`src/rtl/serial_addsub_ctrl_if.sv`:
```
// Handshake and operand/result bundle between a requesting FSM (master)
// and the bit-serial add/subtract controller (slave).
interface serial_addsub_ctrl_if #(
  parameter int WIDTH = 8
);
  logic             start;
  logic             op;
  logic [WIDTH-1:0] a;
  logic [WIDTH-1:0] b;
  logic             busy;
  logic             done;
  logic [WIDTH-1:0] result;
  logic             cout;
  logic             zero;

  modport master (
    output start, op, a, b,
    input  busy, done, result, cout, zero
  );

  modport slave (
    input  start, op, a, b,
    output busy, done, result, cout, zero
  );
endinterface

```
`src/rtl/serial_addsub_ctrl.sv`:
```
// Bit-serial add/subtract controller: one 1-bit add/sub cell reused over
// WIDTH cycles, LSB first, with a start/busy/done handshake.
module serial_addsub_ctrl #(
  parameter int WIDTH = 8
) (
  input logic                  clk,
  input logic                  rst,
  serial_addsub_ctrl_if.slave  bus
);

  localparam int CNT_W = (WIDTH > 2) ? $clog2(WIDTH) : 1;
  localparam logic [CNT_W-1:0] LAST_BIT = CNT_W'(WIDTH - 1);

  typedef enum logic [1:0] {IDLE, RUN, DONE} state_t;

  state_t           state_q;
  logic [WIDTH-1:0] a_sh_q;
  logic [WIDTH-1:0] b_sh_q;
  logic             op_q;
  logic             c_q;
  logic [WIDTH-2:0] acc_q;
  logic [CNT_W-1:0] cnt_q;
  logic [WIDTH-1:0] result_q;
  logic             cout_q;
  logic             zero_q;
  logic             busy_q;
  logic             done_q;

  logic             ai;
  logic             bi;
  logic             p;
  logic             bit_d;
  logic             c_d;
  logic [WIDTH-1:0] acc_d;

  // Shared 1-bit cell: the sum and difference bits are identical; only the
  // carry/borrow recurrence depends on op.
  always_comb begin
    ai    = a_sh_q[0];
    bi    = b_sh_q[0];
    p     = ai ^ bi;
    bit_d = p ^ c_q;
    c_d   = op_q ? ((~ai & bi) | (c_q & ~p)) : ((ai & bi) | (c_q & p));
    acc_d = {bit_d, acc_q};
  end

  always_ff @(posedge clk) begin
    if (rst) begin
      state_q  <= IDLE;
      a_sh_q   <= '0;
      b_sh_q   <= '0;
      op_q     <= 1'b0;
      c_q      <= 1'b0;
      acc_q    <= '0;
      cnt_q    <= '0;
      result_q <= '0;
      cout_q   <= 1'b0;
      zero_q   <= 1'b0;
      busy_q   <= 1'b0;
      done_q   <= 1'b0;
    end else begin
      case (state_q)
        IDLE: begin
          if (bus.start) begin
            a_sh_q  <= bus.a;
            b_sh_q  <= bus.b;
            op_q    <= bus.op;
            c_q     <= 1'b0;
            cnt_q   <= '0;
            busy_q  <= 1'b1;
            state_q <= RUN;
          end
        end
        RUN: begin
          a_sh_q <= {1'b0, a_sh_q[WIDTH-1:1]};
          b_sh_q <= {1'b0, b_sh_q[WIDTH-1:1]};
          c_q    <= c_d;
          acc_q  <= acc_d[WIDTH-1:1];
          cnt_q  <= cnt_q + CNT_W'(1);
          // Results are only published once the last bit is in, never partially.
          if (cnt_q == LAST_BIT) begin
            result_q <= acc_d;
            cout_q   <= c_d;
            zero_q   <= (acc_d == '0);
            done_q   <= 1'b1;
            state_q  <= DONE;
          end
        end
        DONE: begin
          done_q  <= 1'b0;
          busy_q  <= 1'b0;
          state_q <= IDLE;
        end
        default: begin
          done_q  <= 1'b0;
          busy_q  <= 1'b0;
          state_q <= IDLE;
        end
      endcase
    end
  end

  assign bus.busy   = busy_q;
  assign bus.done   = done_q;
  assign bus.result = result_q;
  assign bus.cout   = cout_q;
  assign bus.zero   = zero_q;

endmodule
```
`src/flat_wrapper.sv`:
```
// flat-port wrapper written by rule: the top's interface ports become plain ports
module serial_addsub_ctrl_flat 
#(
  parameter int WIDTH = 8
)
  (clk, rst, bus_start, bus_op, bus_a, bus_b, bus_busy, bus_done, bus_result, bus_cout, bus_zero);
  serial_addsub_ctrl_if #(.WIDTH(WIDTH)) bus_i ();
  input logic clk;
  input logic rst;
  input wire logic [$bits(bus_i.start)-1:0] bus_start;
  input wire logic [$bits(bus_i.op)-1:0] bus_op;
  input wire logic [$bits(bus_i.a)-1:0] bus_a;
  input wire logic [$bits(bus_i.b)-1:0] bus_b;
  output wire logic [$bits(bus_i.busy)-1:0] bus_busy;
  output wire logic [$bits(bus_i.done)-1:0] bus_done;
  output wire logic [$bits(bus_i.result)-1:0] bus_result;
  output wire logic [$bits(bus_i.cout)-1:0] bus_cout;
  output wire logic [$bits(bus_i.zero)-1:0] bus_zero;
  assign bus_i.start = bus_start;
  assign bus_i.op = bus_op;
  assign bus_i.a = bus_a;
  assign bus_i.b = bus_b;
  assign bus_busy = bus_i.busy;
  assign bus_done = bus_i.done;
  assign bus_result = bus_i.result;
  assign bus_cout = bus_i.cout;
  assign bus_zero = bus_i.zero;
  serial_addsub_ctrl #(.WIDTH(WIDTH)) u_core (.clk(clk), .rst(rst), .bus(bus_i));
endmodule
```
`config.mk`:
```
export PLATFORM = sky130hd
export DESIGN_NAME = serial_addsub_ctrl_flat
export DESIGN_NICKNAME = d
export VERILOG_FILES = /design/src/rtl/serial_addsub_ctrl_if.sv /design/src/rtl/serial_addsub_ctrl.sv /design/src/flat_wrapper.sv
export SDC_FILE = /design/constraint.sdc
export NUM_CORES = 1
export LEC_CHECK = 0
export CAP_MARGIN = 0
export CORE_ASPECT_RATIO = 2
export CORE_MARGIN = 4
export CORE_UTILIZATION = 61
export CTS_CLUSTER_SIZE = 40
export DETAILED_ROUTE_END_ITERATION = 7
export DONT_BUFFER_PORTS = 1
export GPL_TIMING_DRIVEN = 1
export HOLD_SLACK_MARGIN = 0.15
export PLACE_DENSITY = 0.76
export SLEW_MARGIN = 0
export SYNTH_ARGS = -nofsm -noshare
export SYNTH_HDL_FRONTEND = slang
export SYNTH_SLANG_ARGS = --single-unit
```
`constraint.sdc`:
```
create_clock -name clk -period 2.1 [get_ports clk]
set_clock_uncertainty 0.2 [all_clocks]
set_input_delay 0.105 -clock clk [delete_from_list [all_inputs] [get_ports clk]]
set_output_delay 0.105 -clock clk [all_outputs]
set_load 0.005 [all_outputs]
```
## Word-level counts from Yosys, hierarchy flattened

Cells that the tools add are included.
W data, S select, Z words.

- Multipliers: 0
- Reductions and logical operators: 9
- Div/mod/pow operators: 0
- Shift operators: 0
- Multiplexer cells: 16
- $lt $le $gt $ge: 0
- Eq/ne operators: 4
- Add/sub/neg operators: 1
- Bitwise gates (word level): 12

Operators with widths:

| operator | number |
|---|---|
| $pmux W8 S2 | 2 |
| $mux W8 | 2 |
| $reduce_and A2 Y1 | 6 |
| $logic_not A8 Y1 | 1 |
| $pmux W1 S2 | 3 |
| $pmux W3 S2 | 1 |
| $and A1 B1 Y1 | 4 |
| $mux W1 | 4 |
| $mux W2 | 2 |
| $not A1 Y1 | 4 |
| $pmux W2 S2 | 1 |
| $add A3 B1 Y3 const B | 1 |
| $eq A3 B3 Y1 const B | 1 |
| $mux W3 | 1 |
| $eq A2 B1 Y1 const B | 1 |
| $logic_not A2 Y1 | 1 |
| $ne A2 B1 Y1 const B | 1 |
| $ne A2 B2 Y1 const B | 1 |
| $or A1 B1 Y1 | 2 |
| $reduce_bool A2 Y1 | 1 |
| $xor A1 B1 Y1 | 2 |

- Bits in writable memories: 0
- Bits of input ports: 20
- Latch bits: 0
- ROM bits: 0
- Bits in registers: 42
- Memories kept: 0

## Depth between registers and ports, before layout

Gate-level depths: netlist of run 1.

- Depth after elaboration: 6
- Mapped depth: 6
- Gate-level depth less buffers: 5

## Worst setup path after synthesis of run 1

No wires, ideal clock.

- Kind: reg-to-reg
- From: reg u_core.b_sh_q[0]
- To: reg u_core.zero_q, in the netlist u_core.bus.zero
- Required time: 1830 ps
- Slack: 504 ps
- Stages on the path, launching flop included: 6
- Buffers on the path: 0
- Clock period less this slack: 1596 ps
- Data arrival time: 1326 ps
- Cells stage by stage: dfxtp_1 > inv_1 > fa_1 > nor4_1 > nand3_1 > a21oi_1

- Word-level cells in the longest chain between the ends: 3

RTL lines:

| what | line | text |
|---|---|---|
| start: declaration | serial_addsub_ctrl.sv:18 | `logic [WIDTH-1:0] b_sh_q;` |
| start signal: assignment | serial_addsub_ctrl.sv:66 | `b_sh_q <= bus.b;` |
| start signal: assignment | serial_addsub_ctrl.sv:76 | `b_sh_q <= {1'b0, b_sh_q[WIDTH-1:1]};` |
| $xor A1 B1 Y1 | serial_addsub_ctrl.sv:41 | `p = ai ^ bi;` |
| $xor A1 B1 Y1 | serial_addsub_ctrl.sv:42 | `bit_d = p ^ c_q;` |
| named net u_core.bit_d | serial_addsub_ctrl.sv:32 | `logic bit_d;` |
| $logic_not A8 Y1 | serial_addsub_ctrl.sv:84 | `zero_q <= (acc_d == '0);` |
| end signal: assignment | serial_addsub_ctrl.sv:84 |  |
| end: declaration | serial_addsub_ctrl.sv:25 | `logic zero_q;` |

The timed path passes the listed nets, and every way through them passes these cells.
A chain may end at the register's enable or synchronous reset.

## Final worst setup path of run 1

- From: reg u_core.state_q[0]
- To: reg u_core.a_sh_q[7]

- Word-level cells in the longest chain between the ends: 3
- Elaborated cells between the ends (all ways): 6
- Those cells by class: eq/ne: 2; mux: 1; reduce/logical: 3

RTL lines:

| what | line | text |
|---|---|---|
| start: declaration | serial_addsub_ctrl.sv:16 | `state_t state_q;` |
| start signal: assignment | serial_addsub_ctrl.sv:49 | `state_q <= IDLE;` |
| start signal: assignment | serial_addsub_ctrl.sv:71 | `state_q <= RUN;` |
| start signal: assignment | serial_addsub_ctrl.sv:86 | `state_q <= DONE;` |
| $eq A2 B1 Y1 / $logic_not A2 Y1 (equally long branches) | serial_addsub_ctrl.sv:62 | `case (state_q)` |
| $reduce_bool A2 Y1 (no source line) / $ne A2 B2 Y1 (equally long branches) | -- |  |
| $reduce_and A2 Y1 (no source line) | -- |  |
| end signal: assignment | serial_addsub_ctrl.sv:65 | `a_sh_q <= bus.a;` |
| end signal: assignment | serial_addsub_ctrl.sv:75 | `a_sh_q <= {1'b0, a_sh_q[WIDTH-1:1]};` |
| end: declaration | serial_addsub_ctrl.sv:17 | `logic [WIDTH-1:0] a_sh_q;` |

Several ways; a longest one is shown, not always the timed one.

==> results.toml, run 1 <==
[run_status]
status = "finished clean"

[synthesis]
yosysWarnings = 0
synth-seq-cells = 42
netlist_top_cells_area = "dfxtp_1 46%, nand2_1 9.9%, a21oi_1 9.4%, a211oi_2 6.2%, nor2_1 4.3%"
yosysSeqAreaShare = 0.4631
yosys.area.top_type = "dfxtp_1"
postSynthCellCount = 205
avgSynthCellArea_um2 = 8.856
synth_cell_types = 32
netlist_area_um2 = 1815
synth_top_area_frac = 0.4631
ys.flop_type = "dfxtp_1"
synth_nets = 229
async_flop_share = 0
synth_edf_count = 0

[placed_design]
hpwlAfterDp_mm = 2.316
io_buffer_count = 0
dpl_cell_area_um2 = 1733
place.gp.congestion = 0.7566

[critical_path]
crit_fanout = 20
worstPathRequired_ns = 2.13
crit_path_end_kind = "register"
cp-start-kind = "register"
cpPeakStageDelay_ns = 0.59
crit_buf_inv = 1
crit_path_top_delay_cell = "dlygate4sd3_1"
critical_path.top_delay_family = "compound AO/OA/AOI/OAI gates"
crit_arrival_ns = 1.99
crit_chain = "o21bai_4 > a22oi_1 > dlygate4sd3_1 > nor2_1"
reg2reg_slack_ns = 0.15
crit_type = "reg2reg"

[finish]
finalNetCount = 241
fin_area_um2 = 2033
syn_to_final_growth_pct = 11.99
final_util = 0.7251
drive_gt1_frac = 0.1152
antenna_cells = 0

[timing]
hold_viol = 0
period_share = 0.9308
fmax_ghz = 0.5116
tns_ns = 0
hold_ws_ns = 0.2737
grt_setup_unrepaired = "false"
maxSlewHeadroom = 0.6370
worst_pin_slew_ns = 0.5434
maxSlewViolCount = 0
setup_viol = 0
period_needed_ns = 1.955

[detailed_routing]
drc = 0
wl_per_cell_um = 14.89
num_vias = 1439
drt-initial-drc-count = 42
wirelength_mm = 3.664
antenna_left = 0
dr.pass1.iters = 4
viasPerCell = 5.850

[flow_run]
drv_cap = 0

[die]
initial_core_util = 0.6475
core_um2 = 2804
die_height_um = 85.15
ios = 32
fp.dieArea_um2 = 3966
die_w_um = 46.58
rows = 27

[clocking]
root_buffer = "clkbuf_8"
cts_buffer_depth = 2
htree_levels = 2
cts_setup_buffers = 0
clock_latency_ns = 0.29
clock_sinks = 42
clk_pin_slew_ns = 0.07
cts_tree = "yes"
cts_buffers = 5

[power]
power_density_nw_per_um2 = 757.1
vdd_drop_max_mv = 0.6057
leakagePower_nw = 0.7556

[global_routing]
grt_usage = 0.2178
grt_pass1_vias = 1423
grt_pass1_wl_mm = 6.465
overflow = 0
grt_max_degree = 43
grt_antenna_before_repair = 0

[hold_path]
hp-class = "reg2reg"
[cells by family (layout without fill, tap and decap cells)]
kind of cell               count (synthesis)  in the layout  share of synthesized area
muxes                                      1              1                   0.005514
buffers and inverters                     20             32                    0.07580
adders and majority gates                  4              4                    0.03584
and+or+nand+nor                           81             81                     0.1943
DFF                                       42             42                     0.4631
AOI/OAI and AO/OA                         57             57                     0.2254
[routing by layer]
layer / wire length [µm] / share of wire / global-route usage
met1: 1323 / 0.36 / 0.2444
met2: 2096 / 0.57 / 0.3668
met5: 0 / 0 / 0
met4: 90 / 0.025 / 0.08808
met3: 153 / 0.042 / 0.05945
[timing repair]
| action | CTS | global route |
|---|---|---|
| resized for setup | 0 | 1 |
| hold endpoints to repair | 42 | 0 |
| endpoints found under the setup margin | 0 | 1 |
| hold buffers | 21 | 0 |
[Yosys cell counts (3+ instances only)]
library cell  number
a21oi_1           34
nor2_1            21
nand2_1           48
buf_6              3
a211oi_1           5
a22oi_1            4
buf_2              5
dfxtp_1           42
clkbuf_1           4
inv_1              3
a211oi_2           9
[per-stage QoR]
| step | power, mW | setup slack (ns) | instances |
|---|---|---|---|
| after global routing | 1.616 | 0.005760 | 246 |
| after detailed placement | 1.025 | 0.3516 | 218 |
| after floorplan | 1.030 | 0.5037 | 205 |
| final | 1.539 | 0.1452 | 246 |
| after CTS | 1.554 | 0.1586 | 246 |
| after global placement | 1.018 | 0.4088 | 218 |
[placed cells by master (no fill, tap or decap), types with 2 or more instances in the layout]
cell and count:
ha_1 2, a211oi_2 9, clkinv_2 2, inv_1 3, a21oi_1 34, o211ai_1 2
nor3_1 2, dlygate4sd3_1 20, clkbuf_8 5, fa_1 2, nor2_1 21, a211oi_1 5
a22oi_1 4, nor4_1 2, dfxtp_1 41, nand2_1 48
[layout make-up]
class	instances	area (µm²)
repair buffers	22	227.7
inverters	3	11.26
clock inverters	2	10.01
fillers	235	770.7
flip-flops and latches	42	842.1
multi-input cells	143	837.1
well taps	29	36.28
clock buffers	5	68.82
[final timing paths]
check | start | to | cells after the start
worst max register to register | u_core.state_q[0] | u_core.a_sh_q[7] | 4
worst max-delay path | u_core.state_q[0] | u_core.a_sh_q[7] | 4
worst min-delay path | u_core.bus.result[3] | u_core.bus.result[3] | 2
worst min register to register | u_core.bus.result[3] | u_core.bus.result[3] | 2
[state kept, by name, summed over array words and instances (netlist names)]
signal	flops
u_core.b_sh_q	8
u_core.state_q	2
u_core.bus.result	8
u_core.bus.zero	1
u_core.bus.busy	1
u_core.bus.done	1
u_core.c_q	1
u_core.a_sh_q	8
u_core.bus.cout	1
u_core.cnt_q	3
u_core.op_q	1
u_core.acc_q	7
[tightest hold or removal path: cells and delay by family, from the launching register on]
| family | cells | cell delay, ns |
|---|---|---|
| DFF | 1 | 0.32 |
| AOI/OAI and AO/OA | 1 | 0.05 |
| and+or+nand+nor | 1 | 0.05 |
[power breakdown]
group	total (mW)	internal, mW	switching [mW]
Combinational	0.198	0.0896	0.109
Sequential	0.861	0.833	0.0281
Clock	0.480	0.223	0.257
Total	1.54	1.15	0.393
Note: power is estimated with default switching activity, not from simulation.
==> run 2: changes to the inputs <==
--- a/config.mk
+++ b/config.mk
@@ -6,12 +6,12 @@
 export NUM_CORES = 1
 export LEC_CHECK = 0
 export CAP_MARGIN = 0
-export CORE_ASPECT_RATIO = 2
 export CORE_MARGIN = 4
 export CORE_UTILIZATION = 61
 export CTS_CLUSTER_SIZE = 40
 export DETAILED_ROUTE_END_ITERATION = 7
 export DONT_BUFFER_PORTS = 1
+export GPL_ROUTABILITY_DRIVEN = 0
 export GPL_TIMING_DRIVEN = 1
 export HOLD_SLACK_MARGIN = 0.15
 export PLACE_DENSITY = 0.76
==> run 2 against run 1 <==
Sequential power hardly changed. Utilization is 0.34 points lower. Critical endpoint is now u_core.a_sh_q[0]. Clock power is 5.8% higher. Die area is 1.3% lower. Non-clock buffer count is 1 lower. Largest cell class unchanged. Worst hold slack worse by 0.022 ns. Critical path depth is 1 lower. Critical path type unchanged.
==> results.toml, run 2 (synthesized netlist as in run 1, its figures left out) <==
[placed_design]
io_buffer_count = 0
pre_cts_ws_ns = 0.3296
place_inst = 220
hpwlAfterDp_mm = 2.227
dpl_cell_area_um2 = 1735

[timing]
tns_ns = 0
setup_ws_ns = 0.2531
hold_viol = 0
maxSlewViolCount = 0
maxSlewHeadroom = 0.6470
grt_setup_unrepaired = "false"
worst_pin_slew_ns = 0.5283
fmax_ghz = 0.5414
period_share = 0.8795
hold_ws_ns = 0.2517
period_needed_ns = 1.847
setup_viol = 0

[run_status]
status = "finished clean"

[clocking]
cts_resized = 0
root_buffer = "clkbuf_4"
clock_latency_ns = 0.35
cts_setup_buffers = 0
htree_levels = 2
cts_buffer_depth = 2
cts_buffers = 5
clk_pin_slew_ns = 0.13
cts_tree = "yes"
clock_sinks = 42

[finish]
regArea_um2 = 840.8
finalNetCount = 240
multi_input_area_um2 = 837.1
antenna_cells = 0
most-common-layout-cells = "48 x nand2_1, 42 x dfxtp_1, 34 x a21oi_1"
final_common_cell = "nand2_1"
final_util = 0.7217
fin_area_um2 = 2024
final.fill_count = 210
finalNonFillerCells = 248
drive_gt1_frac = 0.1106
syn_to_final_growth_pct = 11.51

[flow_run]
drv_cap = 0

[detailed_routing]
wl_per_cell_um = 14.92
drc = 0
num_vias = 1449
dr.pass1.iters = 4
wirelength_mm = 3.699
drt-initial-drc-count = 131
antenna_left = 0
viasPerCell = 5.843

[die]
initial_core_util = 0.6472
die_height_um = 62.56
core_um2 = 2805
rows = 19
fp.dieArea_um2 = 3913
die_w_um = 62.56
ios = 32

[global_routing]
grt_pass1_vias = 1366
grt_pass1_wl_mm = 6.120
grt_usage = 0.1970
grt_antenna_before_repair = 0
grt_max_degree = 43
overflow = 0

[hold_path]
hp-class = "in2reg"
hold_end = "u_core.a_sh_q[2]"
holdPathStages = 3
min-delay-start = "bus_a[2]"

[critical_path]
crit_chain = "nor2b_4 > a21oi_1 > a211oi_1"
r2r_end = "u_core.a_sh_q[0]"
cpPeakStageDelay_ns = 0.56
critical_path.top_delay_family = "flip-flops"
cp-start-kind = "register"
reg2regPathDepth = 3
crit_path_end_kind = "register"
worstPathRequired_ns = 2.16
reg2reg_slack_ns = 0.25
crit_type = "reg2reg"
crit_path_top_delay_cell = "dfxtp_1"
crit_fanout = 25
crit_buf_inv = 0
r2r_start = "u_core.state_q[0]"
crit_arrival_ns = 1.91

[power]
vdd_drop_max_mv = 0.5386
leakagePower_nw = 0.7471
power_mw = 1.570
power_density_nw_per_um2 = 775.5
## run 2: worst max-delay path by stage
stage	slack (ns)	startpoint	endpoint	cells past startpoint
final	0.25	u_core.state_q[0]	u_core.a_sh_q[0]	3
after global routing	0.18	u_core.b_sh_q[0]	u_core.bus.zero	5
after CTS	0.30	u_core.state_q[0]	u_core.b_sh_q[0]	3
after detailed placement	0.33	u_core.state_q[0]	u_core.b_sh_q[0]	3
after global placement	0.40	u_core.state_q[0]	u_core.b_sh_q[0]	3
after floorplan	0.50	u_core.b_sh_q[0]	u_core.bus.zero	5
## run 2: power breakdown
group          switching, mW  internal, mW
Combinational          0.111        0.0880
Sequential            0.0288         0.834
Clock                  0.257         0.251
Total                  0.397          1.17
## run 2: repair_timing
item | 4_1_cts | 5_1_grt
endpoints found under the setup margin | 0 | 0
hold endpoints to repair | 42 | 0
hold buffers | 20 | 0
## run 2: layer usage
metal  track usage  part of all wire  vias to the layer above
li1              -                 -                      714
met1        0.2175              0.41                      676
met2        0.3449              0.52                       46
met3       0.04676             0.042                       13
met4        0.1102             0.027                        0
met5             0                 0                        -
## run 2: layout make-up
cell class | count | area share
Clock inverter | 2 | 0.01854
Sequential cell | 42 | 0.4153
Inverter | 3 | 0.005562
Timing Repair Buffer | 21 | 0.1075
Clock buffer | 6 | 0.02040
Tap cell | 31 | 0.01916
Multi-Input combinational cell | 143 | 0.4135
## run 2: tightest hold or removal path: cells and delay by family
| family | cells | cell delay (ns) |
|---|---|---|
| AO/OA/AOI/OAI | 1 | 0.06 |
| buffers and inverters | 1 | 0.53 |
| AND/OR/NAND/NOR | 1 | 0.06 |
==> run 3: changes to the inputs <==
--- a/config.mk
+++ b/config.mk
@@ -6,7 +6,7 @@
 export NUM_CORES = 1
 export LEC_CHECK = 0
 export CAP_MARGIN = 0
-export CORE_MARGIN = 4
+export CORE_MARGIN = 1.5
 export CORE_UTILIZATION = 61
 export CTS_CLUSTER_SIZE = 40
 export DETAILED_ROUTE_END_ITERATION = 7
==> run 3 against run 2 <==
Maximum frequency decreased by 8.5%. Critical endpoint is now u_core.b_sh_q[1]. Wire length up 5.5%. Worst hold slack got worse by 0.029 ns. First-iteration DRC count fell by 31%. Largest power group unchanged.
==> results.toml, run 3 (synthesized netlist as in run 1, its figures left out) <==
[detailed_routing]
antenna_left = 0
dr.max_layer_used = "met4"
viasPerCell = 5.746
routed-wl-met2_mm = 1.973
drc = 0
wl_per_cell_um = 15.02
drt-initial-drc-count = 90
num_vias = 1494
dr.pass1.iters = 4
wirelength_mm = 3.904
wl_met3_um = 223
wl_met1_mm = 1.660

[placed_design]
place_inst = 222
hpwlAfterDp_mm = 2.086
io_buffer_count = 0

[finish]
final.fill_count = 190
final_util = 0.7746
syn_to_final_growth_pct = 18.68
antenna_cells = 0
finalNetCount = 252
most-common-layout-cells = "47 x nand2_1, 39 x dfxtp_1, 34 x a21oi_1"
final_common_cell = "nand2_1"
drive_gt1_frac = 0.1397
finalNonFillerCells = 260

[timing]
period_needed_ns = 2.018
worst_pin_slew_ns = 0.4799
period_share = 0.9608
setup_viol = 0
grt_setup_unrepaired = "false"
fmax_ghz = 0.4956
maxSlewHeadroom = 0.6791
hold_ws_ns = 0.2222
hold_viol = 0
tns_ns = 0
maxSlewViolCount = 0

[critical_path]
r2r_end = "u_core.b_sh_q[1]"
r2r_start = "u_core.state_q[0]"
cp-start-kind = "register"
crit_path_end_kind = "register"
crit_arrival_ns = 2.12
worstPathRequired_ns = 2.20
crit_type = "reg2reg"
reg2reg_slack_ns = 0.08
reg2regPathDepth = 5
crit_fanout = 12

[die]
fp.dieArea_um2 = 3313
die_w_um = 57.56
die_height_um = 57.56
core_um2 = 2781
rows = 19
initial_core_util = 0.6527
ios = 32

[clocking]
root_buffer = "clkbuf_4"
clock_latency_ns = 0.37
htree_levels = 2
cts_buffer_depth = 2
cts_buffers = 5
clock_sinks = 42
clk_pin_slew_ns = 0.13
cts_tree = "yes"

[flow_run]
drv_cap = 0

[power]
leakagePower_nw = 0.8183
vdd_drop_max_mv = 0.7642
power_density_nw_per_um2 = 749.1
power_mw = 1.614

[hold_path]
hp-class = "in2reg"
hold_end = "u_core.op_q"
holdPathStages = 3
min-delay-start = "bus_op"

[global_routing]
overflow = 0
grt_pass1_vias = 1410
grt_antenna_before_repair = 0
grt_usage = 0.2598
grt_max_degree = 43
grt_pass1_wl_mm = 6.430

[run_status]
status = "finished clean"
[run 3: cell count changes in the layout (fill, tap and decap cells not counted), sizes merged]
cell and delta:
dlygate4sd3 +9, o21bai +1, buf +2
[run 3: metal layers]
metal,track usage,vias up
li1,-,739
met1,0.3118,703
met2,0.4334,46
met3,0.08844,6
met4,0.08970,0
met5,0,-
[run 3: worst max-delay path: stages (launching register included)]
cell and delay, ns:
dfxtp_4 0.44, nor2b_4 0.16, buf_4 0.19, a21oi_1 0.10
a211oi_2 0.25, dlygate4sd3_1 0.61
[run 3: report_power, final]
group,internal (mW),switching (mW)
sequential,0.833,0.0298
combinational,0.110,0.120
clock,0.251,0.270
total,1.19,0.420
[run 3: layout make-up]
type	instances	area, µm²	area share
tap	31	38.79	0.01800
clock buffer	6	41.29	0.01916
clock inverter	2	37.54	0.01742
timing repair buffer	32	322.8	0.1498
multi-input combinational	144	853.3	0.3961
sequential	42	849.6	0.3943
inverter	3	11.26	0.005226
[run 3: through the flow]
step	setup WS [ns]	cell area, µm²
floorplan	0.5037	1815
global placement	0.4611	1750
detailed placement	0.3831	1750
CTS	0.02794	2130
global route	0.02958	2155
finish	0.08223	2155
[run 3: worst max path at each step]
stage                            from  slack (ns)  cells after the start               end
floorplan            u_core.b_sh_q[0]        0.50                      5   u_core.bus.zero
global placement     u_core.b_sh_q[0]        0.46                      5   u_core.bus.zero
CTS                 u_core.state_q[0]        0.03                      5  u_core.b_sh_q[4]
global route        u_core.state_q[0]        0.03                      5  u_core.b_sh_q[1]
detailed placement   u_core.b_sh_q[0]        0.38                      5   u_core.bus.zero
finish              u_core.state_q[0]        0.08                      5  u_core.b_sh_q[1]
[run 3: timing repair]
item,4_1_cts,5_1_grt
buffers inserted,0,0
resized for setup,0,7
hold buffers,29,0
hold endpoints to repair,42,0
endpoints found under the setup margin,0,8
